$ cat config.mk
export PLATFORM = sky130hd
export DESIGN_NAME = instr_scheduler
export DESIGN_NICKNAME = d
export VERILOG_FILES = /design/src/rtl/instr_scheduler.sv
export SDC_FILE = /design/constraint.sdc
export NUM_CORES = 1
export LEC_CHECK = 0
export ABC_AREA = 1
export BUFFER_PORTS_ARGS = -buffer_cell sky130_fd_sc_hd__buf_2
export CORE_MARGIN = 8
export CORE_UTILIZATION = 60
export DETAILED_ROUTE_END_ITERATION = 6
export PLACE_DENSITY = 0.76
export SETUP_SLACK_MARGIN = 0.4
export SYNTH_ARGS = -nofsm -noshare
export SYNTH_HDL_FRONTEND = slang
export SYNTH_SLANG_ARGS = --single-unit
export TNS_END_PERCENT = 30
$ cat constraint.sdc
create_clock -name clk -period 11.43 [get_ports clk]
set_input_delay 2.286 -clock clk [delete_from_list [all_inputs] [get_ports clk]]
set_output_delay 2.286 -clock clk [all_outputs]
set_load 0.01 [all_outputs]
$ cat src/rtl/instr_scheduler.sv
// Instruction FIFO and issue sequencer for the systolic array controller.
// Optional stall performance counter enabled by defining SCHED_PERF_CNT_EN.
module instr_scheduler #(
  parameter int DEPTH       = 8,
  parameter int COMPUTE_LAT = 16
) (
  input  logic                     clk,
  input  logic                     rst,
  input  logic [63:0]              in_instr,
  input  logic                     in_valid,
  output logic                     in_ready,
  input  logic                     resume,
  output logic [63:0]              instr_out,
  output logic                     instr_valid,
  output logic                     busy,
  output logic                     halted,
  output logic                     err,
  output logic [$clog2(DEPTH):0]   count,
  output logic [15:0]              stall_cnt
);

  localparam int PTR_W  = $clog2(DEPTH);
  localparam int CNT_W  = PTR_W + 1;
  localparam int WAIT_W = $clog2(COMPUTE_LAT + 1);
  localparam logic [CNT_W-1:0]  DEPTH_C = CNT_W'(DEPTH);
  localparam logic [WAIT_W-1:0] LAT_C   = WAIT_W'(COMPUTE_LAT);

  typedef enum logic [1:0] {S_ISSUE, S_WAIT, S_HALTED} state_t;
  typedef enum logic [1:0] {OP_FWD, OP_COMPUTE, OP_HALT, OP_ILLEGAL} op_class_t;

  function automatic op_class_t classify(input logic [4:0] op);
    if (op == 5'd1 || op == 5'd2) return OP_COMPUTE;
    if (op == 5'd31)              return OP_HALT;
    if (op <= 5'd7)               return OP_FWD;
    return OP_ILLEGAL;
  endfunction

  logic [63:0]       mem [DEPTH];
  logic [PTR_W-1:0]  wr_ptr, rd_ptr;
  logic [WAIT_W-1:0] wcnt_q, wcnt_d;
  state_t            state_q, state_d;
  logic              push, pop, vld_d, err_d;
  logic [63:0]       head, out_d;

  assign in_ready = (count != DEPTH_C);
  assign push     = in_valid && in_ready;
  assign head     = mem[rd_ptr];
  assign busy     = (state_q == S_WAIT) || (count != '0);
  assign halted   = (state_q == S_HALTED);

  always_comb begin
    state_d = state_q;
    wcnt_d  = wcnt_q;
    pop     = 1'b0;
    out_d   = '0;
    vld_d   = 1'b0;
    err_d   = err;
    unique case (state_q)
      S_ISSUE: begin
        if (count != '0) begin
          pop = 1'b1;
          unique case (classify(head[4:0]))
            OP_COMPUTE: begin
              out_d   = head;
              vld_d   = 1'b1;
              wcnt_d  = LAT_C;
              state_d = S_WAIT;
            end
            OP_HALT:    state_d = S_HALTED;
            OP_FWD: begin
              out_d = head;
              vld_d = 1'b1;
            end
            OP_ILLEGAL: err_d = 1'b1;
          endcase
        end
      end
      S_WAIT: begin
        // Leaves WAIT on the edge where the counter reaches zero.
        if (wcnt_q != '0) wcnt_d = wcnt_q - WAIT_W'(1);
        if (wcnt_q <= WAIT_W'(1)) state_d = S_ISSUE;
      end
      S_HALTED: if (resume) state_d = S_ISSUE;
      default:  state_d = S_ISSUE;
    endcase
  end

  // FIFO storage: data only, no reset
  always_ff @(posedge clk) begin
    if (push) mem[wr_ptr] <= in_instr;
  end

  // Control and issue register stage
  always_ff @(posedge clk or posedge rst) begin
    if (rst) begin
      state_q     <= S_ISSUE;
      wcnt_q      <= '0;
      wr_ptr      <= '0;
      rd_ptr      <= '0;
      count       <= '0;
      instr_out   <= '0;
      instr_valid <= 1'b0;
      err         <= 1'b0;
    end else begin
      state_q     <= state_d;
      wcnt_q      <= wcnt_d;
      instr_out   <= out_d;
      instr_valid <= vld_d;
      err         <= err_d;
      if (push) wr_ptr <= wr_ptr + PTR_W'(1);
      if (pop)  rd_ptr <= rd_ptr + PTR_W'(1);
      unique case ({push, pop})
        2'b10:   count <= count + CNT_W'(1);
        2'b01:   count <= count - CNT_W'(1);
        default: count <= count;
      endcase
    end
  end

`ifdef SCHED_PERF_CNT_EN
  function automatic logic [15:0] sat_inc(input logic [15:0] v);
    return (v == 16'hFFFF) ? v : v + 16'd1;
  endfunction

  logic [15:0] stall_q;

  always_ff @(posedge clk or posedge rst) begin
    if (rst) begin
      stall_q <= '0;
    end else if ((state_q == S_WAIT || state_q == S_HALTED) && count != '0) begin
      stall_q <= sat_inc(stall_q);
    end
  end

  assign stall_cnt = stall_q;
`else
  assign stall_cnt = 16'h0000;
`endif

endmodule

==> flow_metrics.tcl <==
set metrics [dict create \
    grt_start_max_net_pins 163 \
    post_drt_wl_per_cell_um 20.8 \
    grtUsageTotal 0.216 \
    netlist-cell-type-count 33 \
    vias 13900 \
    ctsLongestPathBuffers 3 \
    port_buffers 140 \
    dieArea_mm2 0.0455 \
    synth_compound_area_frac 0.116 \
    crit_required_ns 11.66 \
    yosysTopAreaCellShare 0.658 \
    synth.largest_area_cell "edfxtp_1" \
    numCtsBuffers 57 \
    outcome "completed" \
    p_leak_nw 9.74 \
    post_dp_cell_area_mm2 0.0242 \
    synth_edf_count 512 \
    postCtsSetupRepairBufs 0 \
    yosysMostFrequentCell "edfxtp_1" \
    rsz0062_at_grt "false" \
    fin_tns_setup_ns 0 \
    area_growth_pct 11.9 \
    ant_nets 0 \
    max_stage_delay_ns 0.82 \
    yosys.area_share.simple 0.0882 \
    report.final.slew_viol_count 0 \
    start_util 0.606 \
    fin_skew_ns 0.0163 \
    fp.coreArea_mm2 0.0386 \
    drtIter0Drc 1450 \
    clk_pin_slew_ns 0.06 \
    dpl_worst_slack_ns 6.62 \
    crit_type "primary input to register" \
    grt_antenna_before_repair 5 \
    async_flop_share 0.139 \
    synth_xor_xnor_area_share 0.00263 \
    synth_seq_area_share 0.747 \
    layout-drive-gt1-share 0.175 \
    synth_top_family_by_area "compound AO/OA/AOI/OAI gates" \
    hp-class "register to register" \
    yosysWarnings 0 \
    htree_num_levels 2 \
    cts_resized 0 \
    drv_cap 0 \
    relSlewSlack 0.222 \
    syn-instance-count 1683 \
    power.density_mw_per_mm2 265 \
    ir_drop_mv 0.168 \
    io_pins 157 \
    ys.flop_type "edfxtp_1" \
    start_kind "primary input" \
    viasPerCell 5.86 \
    ys_seq_elements 595 \
    worst_pin_slew_ns 1.17 \
    first_global_vias 14200 \
    grt.overflow.total 0 \
    final_nets 1872 \
    die_w_um 213 \
    fp-row-count 72 \
    die_y_um 213 \
    synthAdderAreaFrac 0.00514 \
    synth_mux_area_frac 0 \
    place_hpwl_um 26500 \
    worst_r2r_path_depth 11 \
    crit_fanout 36 \
    holdBufCountCts 0 \
    synth_area_mm2 0.0234 \
    avgSynthCellArea_um2 13.9 \
    worstPathCellList "buf_2, nand2_1, or2_2, nor2_4, buf_4" \
    cts-root-buf "clkbuf_16" \
    grt_pass1_wl_um 76700 \
    cts.sinks 595 \
    place_congestion 0.743 \
    stdcell_area_mm2 0.0261 \
    wl_um 49100 \
    hold_viol 0 \
    dr.pass1.iters 5 \
    clk_latency_ns 0.60 \
    cts_tree "built" \
    fin_crit_ns 4.18 \
    drc_errors 0 \
    cp_slowest_cell "nor2_4" \
    crit_arrival_ns 4.41 \
    n_fill_cell 2655 \
    max_freq_ghz 0.239 \
    netlist_top_cells_count "edfxtp_1, nand2_1, a21oi_1, nor2_1, dfrtp_1" \
    synth_area_leaders "edfxtp_1, dfrtp_1, nand2_1" \
    min_path_cells 2 \
    fin_ws_ns 7.25 \
    post-route-period-util 0.366 \
    setup_violations 0 \
    end_kind "register" \
]
==> metal layers <==
layer  part of all wire  global-route usage
met4              0.023              0.0752
met3              0.074              0.0423
met2               0.49               0.359
met1               0.41               0.283
met5            0.00090                   0
==> report_power, final <==
group / internal [mW] / switching [mW]
Sequential: 2.76 / 0.193
Combinational: 0.642 / 1.45
Clock: 1.10 / 0.779
Total: 4.50 / 2.43
==> metrics by stage <==
step	hold WS (ns)	cells	total power, mW	util
after floorplan	0.464	1700	4.54	-
after global placement	0.454	2254	5.01	0.629
after detailed placement	0.456	2254	5.08	0.629
after CTS	0.471	2361	6.96	0.678
after global routing	0.490	2363	7.28	0.678
final	0.465	2363	6.93	0.678
==> registers in the layout, indices dropped and copies added, names as in the netlist <==
name	flops
wr_ptr	3
err	1
instr_out	64
wcnt_q	5
instr_valid	1
count	4
rd_ptr	3
mem	512
state_q	2
==> layout make-up <==
class	instances	area, um^2	area share
Sequential cell	595	17500	0.668
Multi-Input combinational cell	925	5070	0.194
Inverter	60	243	0.00929
Clock buffer	73	1560	0.0596
Clock inverter	34	329	0.0126
Antenna cell	2	5.00	0.000191
Timing Repair Buffer	156	821	0.0314
Tap cell	518	648	0.0248
==> cells in the final DEF (no fill, tap or decap), types with 3 or more instances in the layout <==
| master | instances |
|---|---|
| edfxtp_1 | 512 |
| nand2_1 | 388 |
| a21oi_1 | 177 |
| buf_2 | 140 |
| dfrtp_1 | 80 |
| nor2_1 | 77 |
| a22oi_1 | 58 |
| a32o_1 | 58 |
| clkbuf_16 | 58 |
| a211oi_2 | 56 |
| inv_1 | 55 |
| nand3_1 | 44 |
| conb_1 | 18 |
| buf_4 | 16 |
| clkinv_2 | 15 |
| o21ai_0 | 10 |
| clkinv_1 | 10 |
| clkbuf_1 | 10 |
| nor2_4 | 9 |
| ha_1 | 8 |
| bufinv_16 | 6 |
| xor2_1 | 5 |
| clkbuf_8 | 5 |
| nand2_2 | 4 |
| a211oi_1 | 3 |
| dfrtp_4 | 3 |
==> worst max-delay path, delay by kind of cell <==
family / cells / cell delay, ns
buf+inv: 2 / 0.71
simple gates: 3 / 1.37
==> cells by family (layout without fill, tap and decap cells) <==
kind of cell	after synthesis	after routing
AOI/OAI and AO/OA	365	365
other	1	20
xor gates and xnor gates	7	7
and+or+nand+nor	526	526
adders and majority gates	9	9
DFF	595	595
buffers and inverters	180	323
==> path summary, 6_finish.rpt <==
kind / from / end / slack (ns)
setup / recovery: in_valid / mem[6][42] / 7.25
hold / removal: err / err / 0.47
setup reg to reg: rd_ptr[0] / instr_out[5] / 7.53
hold reg to reg: err / err / 0.47
max in group asynchronous: rst / rd_ptr[1] / 8.54
min in group asynchronous: rst / instr_out[38] / 1.69
(Power assumes the default switching activity.)
